===== config.mk =====
export PLATFORM = sky130hd
export DESIGN_NAME = keypad_scan
export DESIGN_NICKNAME = d
export VERILOG_FILES = /design/src/rtl/keypad_scan.sv
export SDC_FILE = /design/constraint.sdc
export NUM_CORES = 1
export LEC_CHECK = 0
export CAP_MARGIN = 40
export CELL_PAD_IN_SITES_DETAIL_PLACEMENT = 1
export CELL_PAD_IN_SITES_GLOBAL_PLACEMENT = 2
export CORE_MARGIN = 2
export CORE_UTILIZATION = 38
export DETAILED_ROUTE_END_ITERATION = 10
export HOLD_SLACK_MARGIN = 0.06
export PLACE_DENSITY = 0.84
export SLEW_MARGIN = 15
export SYNTH_ARGS = -nofsm -noshare
export SYNTH_HDL_FRONTEND = slang
export SYNTH_SLANG_ARGS = --single-unit

===== constraint.sdc =====
create_clock -name clk -period 4.7 [get_ports clk]
set_clock_uncertainty 0.1 [all_clocks]
set_input_delay 0.94 -clock clk [delete_from_list [all_inputs] [get_ports clk]]
set_output_delay 0.94 -clock clk [all_outputs]
set_load 0.01 [all_outputs]

===== src/rtl/keypad_scan.sv =====
// keypad_scan -- scanned 4x4 matrix keypad reader with debounce.
//
// Drives one keypad row low at a time, samples the (synchronized) columns
// once per scan tick and debounces presses and releases. Each accepted key
// is reported as row*4+col on key_code together with a one-cycle key_valid.
//
// Optional feature macro: KEYPAD_REPEAT_EN (auto-repeat while a key is held).
//
// Ports:
//   clk       in   system clock
//   rst       in   synchronous active-low reset
//   key_col   in   [3:0] column lines, asynchronous, low = pressed
//   key_row   out  [3:0] row drive, active-low, exactly one bit low
//   key_code  out  [3:0] last accepted key (row*4+col), held until next accept
//   key_valid out  one-cycle strobe when key_code is (re)issued
//   key_held  out  high while the accepted key is still pressed
//   dbg_state out  [1:0] FSM state (0=SCAN, 1=DEBOUNCE, 2=HELD)
//
// Output protocol: key_valid is a pure strobe with no back-pressure; the
// consumer must capture key_code in the cycle key_valid is high.
module keypad_scan #(
  parameter int SCAN_DIV       = 100000,
  parameter int DEBOUNCE_SCANS = 4,
  parameter int REPEAT_TICKS   = 32
) (
  input  logic       clk,
  input  logic       rst,
  input  logic [3:0] key_col,
  output logic [3:0] key_row,
  output logic [3:0] key_code,
  output logic       key_valid,
  output logic       key_held,
  output logic [1:0] dbg_state
);

  localparam int CW = $clog2(SCAN_DIV);
  localparam int MW = $clog2(DEBOUNCE_SCANS + 1);

  typedef enum logic [1:0] {
    ST_SCAN     = 2'd0,
    ST_DEBOUNCE = 2'd1,
    ST_HELD     = 2'd2
  } state_e;

  state_e          state_q, state_d;
  logic [3:0]      col_meta_q, col_s_q;
  logic [CW-1:0]   count_q;
  logic [1:0]      row_q, row_d;
  logic [1:0]      col_q, col_d;
  logic [MW-1:0]   m_q, m_d, m_inc;
  logic [3:0]      code_q, code_d;
  logic            valid_q, valid_d;
  logic            held_q, held_d;
  logic            tick;
  logic            any_low;
  logic [1:0]      sel_col;

`ifdef KEYPAD_REPEAT_EN
  localparam int RW = $clog2(2 * REPEAT_TICKS + 1);
  logic [RW-1:0]   rep_q, rep_d, rep_inc, rep_thr;
  logic            first_q, first_d;
`else
  logic            unused_repeat;
  assign unused_repeat = ^REPEAT_TICKS;
`endif

  assign tick    = (count_q == CW'(SCAN_DIV - 1));
  assign any_low = ~&col_s_q;
  assign m_inc   = m_q + MW'(1);

  // Lowest-index low column wins when several keys share the driven row.
  always_comb begin
    sel_col = 2'd0;
    for (int i = 3; i >= 0; i--) begin
      if (!col_s_q[i]) sel_col = 2'(i);
    end
  end

`ifdef KEYPAD_REPEAT_EN
  assign rep_inc = rep_q + RW'(1);
  // First repeat waits twice as long as the following ones.
  assign rep_thr = first_q ? RW'(2 * REPEAT_TICKS) : RW'(REPEAT_TICKS);
`endif

  always_comb begin
    state_d = state_q;
    row_d   = row_q;
    col_d   = col_q;
    m_d     = m_q;
    code_d  = code_q;
    valid_d = 1'b0;
    held_d  = held_q;
`ifdef KEYPAD_REPEAT_EN
    rep_d   = rep_q;
    first_d = first_q;
`endif
    if (tick) begin
      case (state_q)
        ST_SCAN: begin
          if (any_low) begin
            col_d = sel_col;
            if (DEBOUNCE_SCANS == 1) begin
              // Single-scan debounce: the capture tick is also the accept tick.
              code_d  = {row_q, sel_col};
              valid_d = 1'b1;
              held_d  = 1'b1;
              m_d     = '0;
              state_d = ST_HELD;
`ifdef KEYPAD_REPEAT_EN
              rep_d   = '0;
              first_d = 1'b1;
`endif
            end else begin
              m_d     = MW'(1);
              state_d = ST_DEBOUNCE;
            end
          end else begin
            row_d = row_q + 2'd1;
          end
        end
        ST_DEBOUNCE: begin
          if (any_low && (sel_col == col_q)) begin
            m_d = m_inc;
            if (m_inc == MW'(DEBOUNCE_SCANS)) begin
              code_d  = {row_q, col_q};
              valid_d = 1'b1;
              held_d  = 1'b1;
              m_d     = '0;
              state_d = ST_HELD;
`ifdef KEYPAD_REPEAT_EN
              rep_d   = '0;
              first_d = 1'b1;
`endif
            end
          end else begin
            m_d     = '0;
            state_d = ST_SCAN;
            row_d   = row_q + 2'd1;
          end
        end
        ST_HELD: begin
          if (!any_low) begin
            m_d = m_inc;
`ifdef KEYPAD_REPEAT_EN
            rep_d = '0;
`endif
            if (m_inc == MW'(DEBOUNCE_SCANS)) begin
              held_d  = 1'b0;
              m_d     = '0;
              state_d = ST_SCAN;
              row_d   = row_q + 2'd1;
            end
          end else begin
            // Any low column during release restarts the release count.
            m_d = '0;
`ifdef KEYPAD_REPEAT_EN
            rep_d = rep_inc;
            if (rep_inc == rep_thr) begin
              valid_d = 1'b1;
              rep_d   = '0;
              first_d = 1'b0;
            end
`endif
          end
        end
        default: state_d = ST_SCAN;
      endcase
    end
  end

  always_ff @(posedge clk) begin
    if (!rst) begin
      state_q    <= ST_SCAN;
      col_meta_q <= 4'hF;
      col_s_q    <= 4'hF;
      count_q    <= '0;
      row_q      <= 2'd0;
      col_q      <= 2'd0;
      m_q        <= '0;
      code_q     <= 4'd0;
      valid_q    <= 1'b0;
      held_q     <= 1'b0;
`ifdef KEYPAD_REPEAT_EN
      rep_q      <= '0;
      first_q    <= 1'b1;
`endif
    end else begin
      col_meta_q <= key_col;
      col_s_q    <= col_meta_q;
      count_q    <= tick ? '0 : count_q + CW'(1);
      state_q    <= state_d;
      row_q      <= row_d;
      col_q      <= col_d;
      m_q        <= m_d;
      code_q     <= code_d;
      valid_q    <= valid_d;
      held_q     <= held_d;
`ifdef KEYPAD_REPEAT_EN
      rep_q      <= rep_d;
      first_q    <= first_d;
`endif
    end
  end

  assign key_row   = ~(4'b0001 << row_q);
  assign key_code  = code_q;
  assign key_valid = valid_q;
  assign key_held  = held_q;
  assign dbg_state = state_q;

endmodule


==> results of run 1 <==
-- synthesized netlist by cell type (all sizes together), types with 4 or more instances --
| cell | n | area (sq um) |
|---|---|---|
| a21oi | 7 | 35.0 |
| ha | 11 | 138 |
| nand2 | 22 | 82.6 |
| nand3 | 5 | 25.0 |
| mux2i | 8 | 80.1 |
| nand4 | 5 | 46.3 |
| and3 | 5 | 31.3 |
| inv | 15 | 56.3 |
| o21ai | 5 | 25.0 |
| nor2 | 25 | 93.8 |
| xor2 | 9 | 78.8 |
| clkbuf | 4 | 15.0 |
| nor3 | 6 | 30.0 |
| dfxtp | 40 | 801 |
| xnor2 | 5 | 43.8 |
| nand2b | 10 | 62.6 |
-- power by group through the flow --
stage	registers, W	logic [W]	clock network (W)
detailed placement	0.000356	0.0000237	0
global route	0.000349	0.0000263	0.000268
finish	0.000348	0.0000232	0.000243
CTS	0.000348	0.0000239	0.000253
floorplan	0.000355	0.0000160	0
global placement	0.000356	0.0000233	0
-- layout make-up --
type / instances / share of cell area
Tap cell: 70 / 0.0382
Sequential cell: 40 / 0.350
Clock inverter: 2 / 0.00601
Timing Repair Buffer: 17 / 0.0743
Clock buffer: 6 / 0.0360
Inverter: 15 / 0.0246
Multi-Input combinational cell: 154 / 0.471
-- state kept, by name (all words and copies together), names as in the netlist, 2 cells and up --
signal,count
count_q,17
col_meta_q,4
col_s_q,4
key_code,4
m_q,3
col_q,2
dbg_state,2
row_q,2
-- metrics by stage --
step	cell area [sq um]	utilization	total power, W	worst slack (ns)	instances
2_1_floorplan	1950	-	0.000371	2.75	213
3_3_place_gp	2190	0.435	0.000379	1.79	296
3_5_place_dp	2190	0.435	0.000379	1.77	296
4_1_cts	2290	0.454	0.000625	2.03	304
5_1_grt	2290	0.454	0.000643	1.95	304
6_report	2290	0.454	0.000614	2.06	304
-- worst max path at each step --
stage          slack, ns          end
6_report            2.06   key_row[0]
5_1_grt             1.95   key_row[0]
4_1_cts             2.03   key_row[0]
2_1_floorplan       2.75  key_code[0]
3_5_place_dp        1.77  count_q[13]
3_3_place_gp        1.79  count_q[15]
-- layer usage --
metal | GRT usage | up-vias | part of all wire
li1 | - | 770 | -
met1 | 0.189 | 704 | 0.47
met2 | 0.287 | 9 | 0.49
met3 | 0.0410 | 6 | 0.019
met4 | 0.0741 | 0 | 0.019
met5 | 0 | - | 0
-- logic make-up (layout without fill, tap and decap cells) --
| group | after synthesis | count (layout) | share of synthesized area |
|---|---|---|---|
| AO/OA/AOI/OAI | 26 | 26 | 0.105 |
| adder cells (fa/ha/maj) | 11 | 11 | 0.0705 |
| AND/OR/NAND/NOR | 95 | 95 | 0.274 |
| flip-flops | 40 | 40 | 0.410 |
| multiplexers | 8 | 8 | 0.0410 |
| buffers and inverters | 19 | 40 | 0.0365 |
| XOR/XNOR | 14 | 14 | 0.0628 |
==> out/metrics.cfg, run 1 <==
[layout]
layout_commonest_cell = sky130_fd_sc_hd__dfxtp_1
antennaDiodeCount = 0
final.fill_count = 591
drive_above_1_share = 0.0641
layout.area.seq_sq_um = 801
multiInputGateArea_sq_um = 1080
finish.net_count = 250
mostFrequentLayoutCells = sky130_fd_sc_hd__dfxtp_1 (40), sky130_fd_sc_hd__nor2_1 (25), sky130_fd_sc_hd__nand2_1 (22), sky130_fd_sc_hd__clkdlybuf4s50_1 (17), sky130_fd_sc_hd__inv_1 (15)
area_delta_synth_final_pct = 17.4

[sta]
timing.hold.ws_ns = 0.311
timing.fmax_ghz = 0.379
rsz0062_at_grt = no
finalHoldViolations = 0
min_period_ns = 2.64
setup_viol_count_final = 0
actual_slew_at_the_worst_max_slew_pin_ns = 0.698
fin_setup_tns_ns = 0
final_max_slew_viol_count = 0
slew_headroom = 0.533
final_min_period_over_clock_period = 0.561

[power_and_ir_drop]
power_report.internal_total_w = 0.000474
sequentialPowerShare = 0.566
leakage_nw = 0.883
irDropWorstVdd_v = 0.000141
power_density_nw_per_um2 = 268
clockPowerShare = 0.396
netSwitchingFraction = 0.228
power.share.combinational = 0.038
power_switching_w = 0.000140

[setup_path]
setup_slack_reg_to_reg_ns = 2.42
capture_instance_of_the_worst_register_to_register_path = key_code[3]
crit_path_end_kind = primary output
critical_path_buf_inv_count = 3
worst-endpoint-arrival_ns = 1.60
crit_required_ns = 3.66
timing.critical_path.slowest_cell_delay_ns = 0.52
critical_path.reg2reg.startpoint = count_q[0]
worst-path-max-fanout = 5
cp_common_cell = sky130_fd_sc_hd__inv_1
cp-start-kind = register
worstRegToRegCells = 6
worst_setup_path_startpoint = row_q[0]
worst_path_max_delay_cell = sky130_fd_sc_hd__clkdlybuf4s50_1
path_class = reg -> out
critical_path_depth_in_cells = 4
cpLargestDelayFamily = buffers and inverters
cp_cell_sequence = inv_1, ha_1, inv_1, clkdlybuf4s50_1

[clock_tree]
ctsRootBufferMaster = sky130_fd_sc_hd__clkbuf_8
path_clk_slew_ns = 0.08
cts.sinks = 40
worstSkewPairLatency_ns = 0.30
cts_htree_levels = 2
post_cts_resized = 0
cts_tree = yes
post_cts_setup_buffer_count = 0
cts_inserted_buffers = 5
post_cts_hold_buffer_count = 0
cts_max_path_buffers = 2

[synthesis]
number_of_enable_flip_flop_cells_after_synthesis = 0
synth.ff_latch_count = 40
mapped_avg_cell_area_sq_um = 9.16
syn-num-nets = 230
syn-instance-count = 213
synth_seq_area_share = 0.410
synth-warning-count = 0
synth.lib_cells_used.distinct = 41
post_synth_instance_area_sq_um = 1950
ys_dominant_reg_cell = sky130_fd_sc_hd__dfxtp_1
postSynth.asyncResetShare = 0

[min_path]
worstHoldPathType = reg -> reg
worstHoldPathCells = 1
min_delay_worst_endpoint = col_s_q[2]
hold_path.startpoint = col_meta_q[2]

[global_route]
first_pass_grt_wire_length_um = 6930
first_global_vias = 1508
grt_antenna_before_repair = 0
grt.overflow.total = 0
grt_total_usage = 0.164
grt_start_max_net_pins = 21

[drt]
drt_wl_total_um = 4090
vias = 1489
antenna_violating_nets_post_route = 0
initialDrtViolationCount = 46
route.detailed.wl_per_inst_um = 13.4
drc_violation_count_after_routing = 0
vias_per_cell = 4.90
drt_pass1_iterations = 4

[floorplanning]
initial_core_util = 0.387
ioPinCount = 18
dieHeight_um = 75.7
die_area_sq_um = 5730
die_width_um = 75.7
area_of_the_core_sq_um = 5040
placementRows = 26

[status]
status = finished, final reports clean

[run]
cap_violations = 0

[placement]
numPortBuffers = 17
gp_congestion = 0.774
detailedPlacementHpwl_um = 3070

No activity file was read; power rests on OpenSTA's default activity.
==> run 2, diff against run 1 <==
- CORE_UTILIZATION: 38 -> 32
- PLACE_DENSITY: 0.84 -> 0.76
- clock period: 4.7 -> 2.3 ns (I/O delays scaled with it)
==> run 2 against run 1 <==
  * Worst hold slack better by 0.011 ns
  * Clock power up 130%
  * Sequential cell count unchanged
  * Sequential power up 100%
  * Global-route usage down 3.0 points
  * Critical endpoint unchanged
  * Combinational power up 120%
  * Die area up 18%
  * First-iteration DRC count up 20%
  * Via count up 1.3%
==> out/metrics.cfg, run 2 (synthesized netlist as in run 1, its figures left out) <==
[clock_tree]
cts.sinks = 40  ; unchanged
cts_max_path_buffers = 2  ; unchanged
cts_tree = yes
cts_htree_levels = 2  ; unchanged
cts_inserted_buffers = 5  ; unchanged
ctsRootBufferMaster = sky130_fd_sc_hd__clkbuf_8
worstSkewPairLatency_ns = 0.29  ; about the same
path_clk_slew_ns = 0.08  ; about the same

[global_route]
grt_antenna_before_repair = 0  ; unchanged
first_global_vias = 1531  ; +1.5%
grt_total_usage = 0.134  ; -0.0301
grt_start_max_net_pins = 16  ; -24%
grt.overflow.total = 0  ; unchanged
first_pass_grt_wire_length_um = 6950  ; +0.30%

[drt]
dr_wl_met2_um = 1980  ; -1.0%
antenna_violating_nets_post_route = 0  ; unchanged
routed-wl-met3_um = 71  ; -9.0%
vias = 1508  ; +1.3%
initialDrtViolationCount = 55  ; +20%
drt_wl_total_um = 4070  ; -0.37%
topRoutingLayerUsed = met4
drc_violation_count_after_routing = 0  ; unchanged
route.detailed.wl_per_inst_um = 13.0  ; -3.2%
vias_per_cell = 4.82  ; -1.6%
drt_pass1_iterations = 4  ; unchanged
drt-met1-wl_um = 2000  ; +3.5%

[layout]
layout_commonest_cell = sky130_fd_sc_hd__dfxtp_1
largest_register_ff_count = 17  ; unchanged
finish.net_count = 254  ; +1.6%
mostFrequentLayoutCells = sky130_fd_sc_hd__dfxtp_1 (40), sky130_fd_sc_hd__nor2_1 (25), sky130_fd_sc_hd__nand2_1 (22), sky130_fd_sc_hd__clkdlybuf4s50_1 (17), sky130_fd_sc_hd__inv_1 (15)
antennaDiodeCount = 0  ; unchanged
drive_above_1_share = 0.0798  ; +0.0157
area_delta_synth_final_pct = 20.0
final_core_utilization = 0.396  ; -0.0587
instances_no_fill = 313  ; +3.0%
largest_register = count_q
final.fill_count = 707  ; +20%

[sta]
finalHoldViolations = 0  ; unchanged
actual_slew_at_the_worst_max_slew_pin_ns = 0.525  ; -0.173 ns
setup_viol_count_final = 0  ; unchanged
min_period_ns = 2.15
post-route-worst-setup-slack_ns = 0.151  ; -1.91 ns
final_min_period_over_clock_period = 0.934
slew_headroom = 0.649  ; +0.116
timing.fmax_ghz = 0.465
timing.hold.ws_ns = 0.322  ; +0.0107 ns
fin_setup_tns_ns = 0  ; unchanged
final_max_slew_viol_count = 0  ; unchanged
rsz0062_at_grt = no

[placement]
placement.setup.worst_slack_ns = 0.0857  ; -1.69 ns
numPortBuffers = 17  ; unchanged
gp_congestion = 0.739  ; -4.6%
placed_cells = 304  ; +2.7%
detailedPlacementHpwl_um = 3030  ; -1.4%

[setup_path]
crit_path_end_kind = primary output
setup_slack_reg_to_reg_ns = 0.20  ; -2.22 ns
worst-path-max-fanout = 5  ; unchanged
path_class = reg -> out
crit_required_ns = 1.74  ; -1.92 ns
cp-start-kind = register
worst-endpoint-arrival_ns = 1.59  ; about the same

[floorplanning]
placementRows = 28  ; +7.7%
ioPinCount = 18  ; unchanged
initial_core_util = 0.330  ; -0.0574
die_area_sq_um = 6740  ; +18%
dieHeight_um = 82.1  ; +8.5%
area_of_the_core_sq_um = 5920  ; +17%
die_width_um = 82.1  ; +8.5%

[run]
cap_violations = 0  ; unchanged

[power_and_ir_drop]
power_density_nw_per_um2 = 569  ; +110%
irDropWorstVdd_v = 0.000269  ; +91%
leakage_nw = 0.905  ; +2.5%

[status]
status = finished, final reports clean

[min_path]
worstHoldPathType = reg -> reg

## run 2: power breakdown
group / internal [W] / switching, W
Combinational: 0.0000236 / 0.0000268
Sequential: 0.000703 / 0.00000802
Clock: 0.000321 / 0.000250
Total: 0.00105 / 0.000285
## run 2: routing by layer
metal,GRT usage,vias to the layer above
li1,-,779
met1,0.168,719
met2,0.229,8
met3,0.0293,2
met4,0.0433,0
met5,0,-
## run 2: repair_timing
action | CTS | global route
hold buffers | 0 | 0
resized for setup | 0 | 0
setup buffers | 0 | 1
hold endpoints to repair | 0 | 0
endpoints found under the setup margin | 0 | 6
## run 2: final timing paths
check	startpoint	to	cells after the start
worst min-delay path	col_meta_q[0]	col_s_q[0]	1
worst max-delay path	row_q[0]	key_row[0]	4
worst min register to register	col_meta_q[0]	col_s_q[0]	1
worst max register to register	count_q[0]	m_q[1]	6
## run 2: area by class of cell
cell class / count / area, sq um / share of cell area
inverters: 15 / 56.3 / 0.0240
clock buffers: 5 / 68.8 / 0.0294
clock inverters: 3 / 42.5 / 0.0182
flip-flops and latches: 40 / 801 / 0.342
well taps: 75 / 93.8 / 0.0401
repair buffers: 21 / 200 / 0.0855
multi-input cells: 154 / 1080 / 0.461
## run 2: through the flow
| step | cell area, sq um | total power (W) |
|---|---|---|
| global route | 2340 | 0.00141 |
| global placement | 2220 | 0.000779 |
| finish | 2340 | 0.00133 |
| detailed placement | 2220 | 0.000778 |
| CTS | 2330 | 0.00136 |
| floorplan | 1950 | 0.000757 |
## run 2: critical path: stages (launching register included)
cell and delay (ns):
sky130_fd_sc_hd__dfxtp_1 0.42, sky130_fd_sc_hd__inv_1 0.11, sky130_fd_sc_hd__ha_1 0.21, sky130_fd_sc_hd__inv_1 0.05, sky130_fd_sc_hd__clkdlybuf4s50_1 0.52
==> edit 1, RTL diff (flow settings as in run 2) <==
The option `KEYPAD_REPEAT_EN` is turned on by a define.
--- a/src/rtl/keypad_scan.sv
+++ b/src/rtl/keypad_scan.sv
@@ -20,2 +20,4 @@
 // consumer must capture key_code in the cycle key_valid is high.
+`define KEYPAD_REPEAT_EN
+
 module keypad_scan #(
Function: no difference found for any inputs over 10 cycles, from zero or initial values and one cycle with rst low; that may be too few to reach the edited logic, so the function may still have changed.
==> edit 1 against run 2 <==
  * Worst setup slack gained 27 ps
  * Register-to-register slack about the same
  * Synthesized area grew 29%
  * Power up 17%
  * Sequential cell count up 8
  * Final area is 27% higher
  * Clock power increased by 14%
  * Wire length is 49% higher
  * Critical endpoint unchanged
==> edit 1: results (changes against run 2) <==
maximum VDD drop=0.2586 mV (was 0.2695 mV); layout cells sized above 1=8.833% (was 7.983%); Hold Crit Start=col_meta_q[3]$_SDFF_PN1_ (was col_meta_q[0]$_SDFF_PN1_); largest net degree at the start of global routing=24 (was 16); # diodes=0 (unchanged); number of H-tree levels=2 (unchanged); Hold Slack=315.0 ps (was 322.0 ps); Crit Path Max Fanout=5 (unchanged); ys flop type=dfxtp_1 (unchanged); clock buffer count from CTS=5 (unchanged); R2R cell count=5 (was 6); post-synthesis cell type count=52 (was 41); DP Area=2848 um^2 (was 2223 um^2); Critical Path Max Stage Delay=520 ps (about the same); TritonRoute pass-1 iters=4 (unchanged); Leak=1.098 nW (was 0.9045 nW); GRT Overall Usage=15.04% (was 13.42%); post-synth net total=310 (was 230); wire length of the first global-routing pass=10,430 um (was 6948 um); Worst EP arrival=1560 ps (was 1590 ps); hold-critical path depth=1 (unchanged); vias per cell=5.124 (was 4.818); DRT iter0 DRCs=54 (was 55); dpl cells=410 (was 304); Worst-Margin Slew=532.2 ps (was 525.1 ps); CTS Root Cell=clkbuf_8 (unchanged); asr flop ratio synth=0% (unchanged); Post-Syn Instances=292 (was 213); outcome=finished, final reports clean (unchanged); synth warn=0 (unchanged); Hold Crit Class=reg -> reg (unchanged); IO Port Bufs=17 (unchanged); fill cell count=940 (was 707); CTS clk-pin slew, worst paths=around 90 ps; Synth area leaders=dfxtp_1 (38%), ha_1 (6.0%), nand2_1 (4.3%) (was dfxtp_1 (41%), ha_1 (7.1%), nor2_1 (4.8%)); reg2reg setup slack=200 ps (about the same); Slowest-stage cell, CP=clkdlybuf4s50_1 (unchanged); CTS max path bufs=2 (unchanged); clock insertion delay at the later pin of the skew report=~300 ps; number of global-route vias before repair=2,106 (was 1,531); Layout Cells excl Fill=419 (was 313); initial antenna violation count=0 (unchanged); register area share after synthesis=38.15% (was 41.03%); R2R Path End=row_q[0]$_SDFFE_PN0P_ (was m_q[1]$_SDFFE_PN0P_); launch point of the worst reg-to-reg path=col_s_q[0]$_SDFF_PN1_ (was count_q[0]$_SDFF_PP0_); setup TNS=0 ps (unchanged); final net count=334 (was 254); Final Wtd Congestion=0.7843 (was 0.7386); Commonest cells post-synth=dfxtp_1 (48), nand2_1 (29), nor2_1 (24) (was dfxtp_1 (40), nor2_1 (25), nand2_1 (22)); WL final=6058 um (was 4072 um); biggest registers after layout=count_q: 17 flops, rep_q: 7 flops; Worst Hold Endpoint=col_s_q[3]$_SDFF_PN1_ (was col_s_q[0]$_SDFF_PN1_); hpwl dp=4617 um (was 3030 um)
edit 1: changes by cell type in the layout (fill, tap and decap cells not counted), sizes merged, moves of 4 or more:
cell     change
or3          +4
nand3       +11
o22ai        +5
o2111ai      +5
buf          +6
dfxtp        +8
and3         +4
a21oi        +8
nand2        +7
o21ai        +4
edit 1: how the worst max path moves through the flow:
stage                           from                    end  slack, ps  depth (start not counted)
6_report       row_q[1]$_SDFFE_PN0P_             key_row[0]        180                          4
5_1_grt        count_q[0]$_SDFF_PP0_  count_q[3]$_SDFF_PP0_         20                          6
4_1_cts        row_q[0]$_SDFFE_PN0P_             key_row[2]         70                          4
3_5_place_dp     m_q[0]$_SDFFE_PN0P_   first_q$_SDFFE_PN1P_        150                          7
3_3_place_gp     m_q[0]$_SDFFE_PN0P_   first_q$_SDFFE_PN1P_        170                          7
2_1_floorplan  count_q[0]$_SDFF_PP0_  key_held$_SDFFE_PN0P_        350                          8
edit 1: worst max-delay path: cells and delay by family, from the launching register on:
| family | cells | cell delay (ps) |
|---|---|---|
| buffers and inverters | 3 | 660 |
| flip-flops | 1 | 420 |
| adder cells (fa/ha/maj) | 1 | 180 |
edit 1: logic make-up (layout without fill, tap and decap cells):
kind of cell,count (synthesis),in the layout,synth area share [%]
AND/OR/NAND/NOR,124,124,26.82
buffers and inverters,28,53,4.620
XOR/XNOR,13,13,4.521
adder cells (fa/ha/maj),12,12,5.961
multiplexers,6,6,2.385
AO/OA/AOI/OAI,61,61,17.54
flip-flops,48,48,38.15
edit 1: where the power goes:
| part | internal (mW) | leakage (nW) | switching (mW) |
|---|---|---|---|
| Sequential | 0.841 | 0.390 | 0.0101 |
| Combinational | 0.0254 | 0.647 | 0.0321 |
| Clock | 0.356 | 0.0614 | 0.294 |
| Total | 1.22 | 1.10 | 0.336 |
edit 1: cell type report:
type	instances	area, um^2	area share, %
repair buffers	27	257.7	8.645
well taps	102	127.6	4.280
multi-input cells	216	1445	48.47
inverters	18	67.56	2.266
flip-flops and latches	48	962.2	32.27
clock inverters	2	38.79	1.301
clock buffers	6	82.58	2.770
edit 1: metal layers:
| metal | global-route usage [%] | wire length [um] | up-vias |
|---|---|---|---|
| li1 | - | - | 1091 |
| met1 | 19.70 | 2968 | 1033 |
| met4 | 3.799 | 48 | 0 |
| met2 | 25.55 | 2902 | 19 |
| met3 | 2.848 | 139 | 4 |
| met5 | 0 | 0 | - |
edit 1: through the flow:
step	power, mW	worst slack (ps)
2_1_floorplan	0.9049	351.1
3_3_place_gp	0.9286	168.6
3_5_place_dp	0.9286	148.8
4_1_cts	1.583	71.00
5_1_grt	1.630	19.41
6_report	1.559	178.3
edit 1: repair_timing:
action / 4_1_cts / 5_1_grt
hold buffers: 0 / 0
setup endpoints to repair: 0 / 11
gates resized for setup: 0 / 3
buffers inserted: 0 / 1
==> edit 2, RTL diff (settings of run 2) <==
Without the edit above. Remove the register `valid_q`: a continuous assignment takes its place, so the output `key_valid` follows one clock earlier.
--- a/src/rtl/keypad_scan.sv
+++ b/src/rtl/keypad_scan.sv
@@ -180,3 +180,2 @@
       code_q     <= 4'd0;
-      valid_q    <= 1'b0;
       held_q     <= 1'b0;
@@ -195,3 +194,2 @@
       code_q     <= code_d;
-      valid_q    <= valid_d;
       held_q     <= held_d;
@@ -203,2 +201,4 @@
   end
+
+  assign valid_q = valid_d;
 
Check against the original RTL: same outputs for any inputs over 10 cycles, from zero or initial values and one cycle with rst low; that may be too few to reach the edited logic, so the function may still have changed.
==> edit 2 against run 2 <==
  * Die area down 1.5%
  * Synthesized cell count increased by 1.4%
  * Wire length rose by 12%
  * Worst setup slack better by 46 ps
  * Sequential share of layout area is 1.6 points lower
  * Sequential cell count down 1
  * Fmax is 2.2% higher
  * Final area increased by 3.3%
  * Critical endpoint unchanged
  * Power down 6.0%
  * Utilization grew 1.8 points
  * Synthesized area fell by 1.5%
  * Largest cell class unchanged
  * Global-route usage up 2.2 points
  * First-iteration DRC count decreased by 31%
  * Combinational power is 18% higher
==> edit 2: results (changes against run 2) <==
Max-slew headroom=65.19% (was 64.93%); Final Wtd Congestion=0.7956 (was 0.7386); Leak=0.9404 nW (was 0.9045 nW); Hold Crit Start=col_meta_q[3]$_SDFF_PN1_ (was col_meta_q[0]$_SDFF_PN1_); register area share after synthesis=40.63% (was 41.03%); Layout Cells excl Fill=332 (was 313); Num Clock Sinks=39 (was 40); Synth area leaders=dfxtp_1 (41%), ha_1 (7.2%), nor2_1 (5.5%) (was dfxtp_1 (41%), ha_1 (7.1%), nor2_1 (4.8%)); Worst EP arrival=1540 ps (was 1590 ps); Hold Slack=311.4 ps (was 322.0 ps); WL final=4559 um (was 4072 um); number of global-route vias before repair=1,718 (was 1,531); post-synth net total=233 (was 230); post-synthesis area per instance=8.897 um^2 (was 9.164 um^2); dpl ws=81.94 ps (was 85.73 ps); Commonest cells post-synth=dfxtp_1 (39), nor2_1 (28), nand2_1 (27) (was dfxtp_1 (40), nor2_1 (25), nand2_1 (22)); reg2reg setup slack=440 ps (was 200 ps); DRT iter0 DRCs=38 (was 55); maximum VDD drop=0.2140 mV (was 0.2695 mV); DP Area=2312 um^2 (was 2223 um^2); outcome=finished, final reports clean (unchanged); hpwl dp=3556 um (was 3030 um); R2R Path End=dbg_state[1]$_SDFFE_PN0P_ (was m_q[1]$_SDFFE_PN0P_); post-synthesis cell type count=43 (was 41); R2R cell count=7 (was 6); layout cells sized above 1=18.68% (was 7.983%); wire length of the first global-routing pass=7872 um (was 6948 um); total via count in the routed design=1,600 (was 1,508); Worst Hold Endpoint=col_s_q[3]$_SDFF_PN1_ (was col_s_q[0]$_SDFF_PN1_); area of the multi-input gates=1081 um^2 (was 1080 um^2); internal power=0.9584 mW (was 1.048 mW); final net count=273 (was 254); largest net degree at the start of global routing=25 (was 16); fill cell count=690 (was 707); dpl cells=324 (was 304); Final Cycle Share=91.46% (was 93.44%); Crit Path Max Fanout=4 (was 5)
## edit 2: power by group through the flow
stage / Sequential (mW) / Combinational, mW / Clock (mW)
after global routing: 0.696 / 0.0667 / 0.553
final: 0.694 / 0.0595 / 0.499
after detailed placement: 0.709 / 0.0608 / 0
after floorplan: 0.709 / 0.0310 / 0
after global placement: 0.708 / 0.0607 / 0
after CTS: 0.693 / 0.0613 / 0.522
## edit 2: logic make-up after synthesis
family	after synthesis	share of synthesized area, %
simple gates	106	28.91
flops	39	40.63
compound gates	22	8.984
xor+xnor	16	7.292
buf+inv	15	3.385
fa+ha+maj	11	7.161
mux	7	3.646
## edit 2: metal layers
layer,vias up,track usage (%),part of all wire (%)
met2,9,28.61,51
met5,-,0,0
met1,764,17.87,45
met4,0,5.593,1.6
met3,7,3.297,2.1
li1,820,-,-
## edit 2: worst reg2reg max path, delay by kind of cell, from the launching register on
family	cells	cell delay, ps
and+or+nand+nor	2	460
AOI/OAI and AO/OA	2	420
DFF	1	340
muxes	1	180
adders and majority gates	1	160
buffers and inverters	1	130
## edit 2: area by class of cell
type / count / area share [%]
clock buffer: 6 / 3.413
clock inverter: 2 / 0.6722
inverter: 11 / 1.706
multi-input combinational: 162 / 44.67
sequential: 39 / 32.63
tap: 75 / 3.878
timing repair buffer: 37 / 13.03
## edit 2: what timing repair did
| item | 4_1_cts | 5_1_grt |
|---|---|---|
| gates resized for setup | 3 | 10 |
| setup endpoints to repair | 1 | 1 |
| gates cloned | 0 | 0 |
| hold buffers | 0 | 0 |
| pin swaps | 1 | 1 |
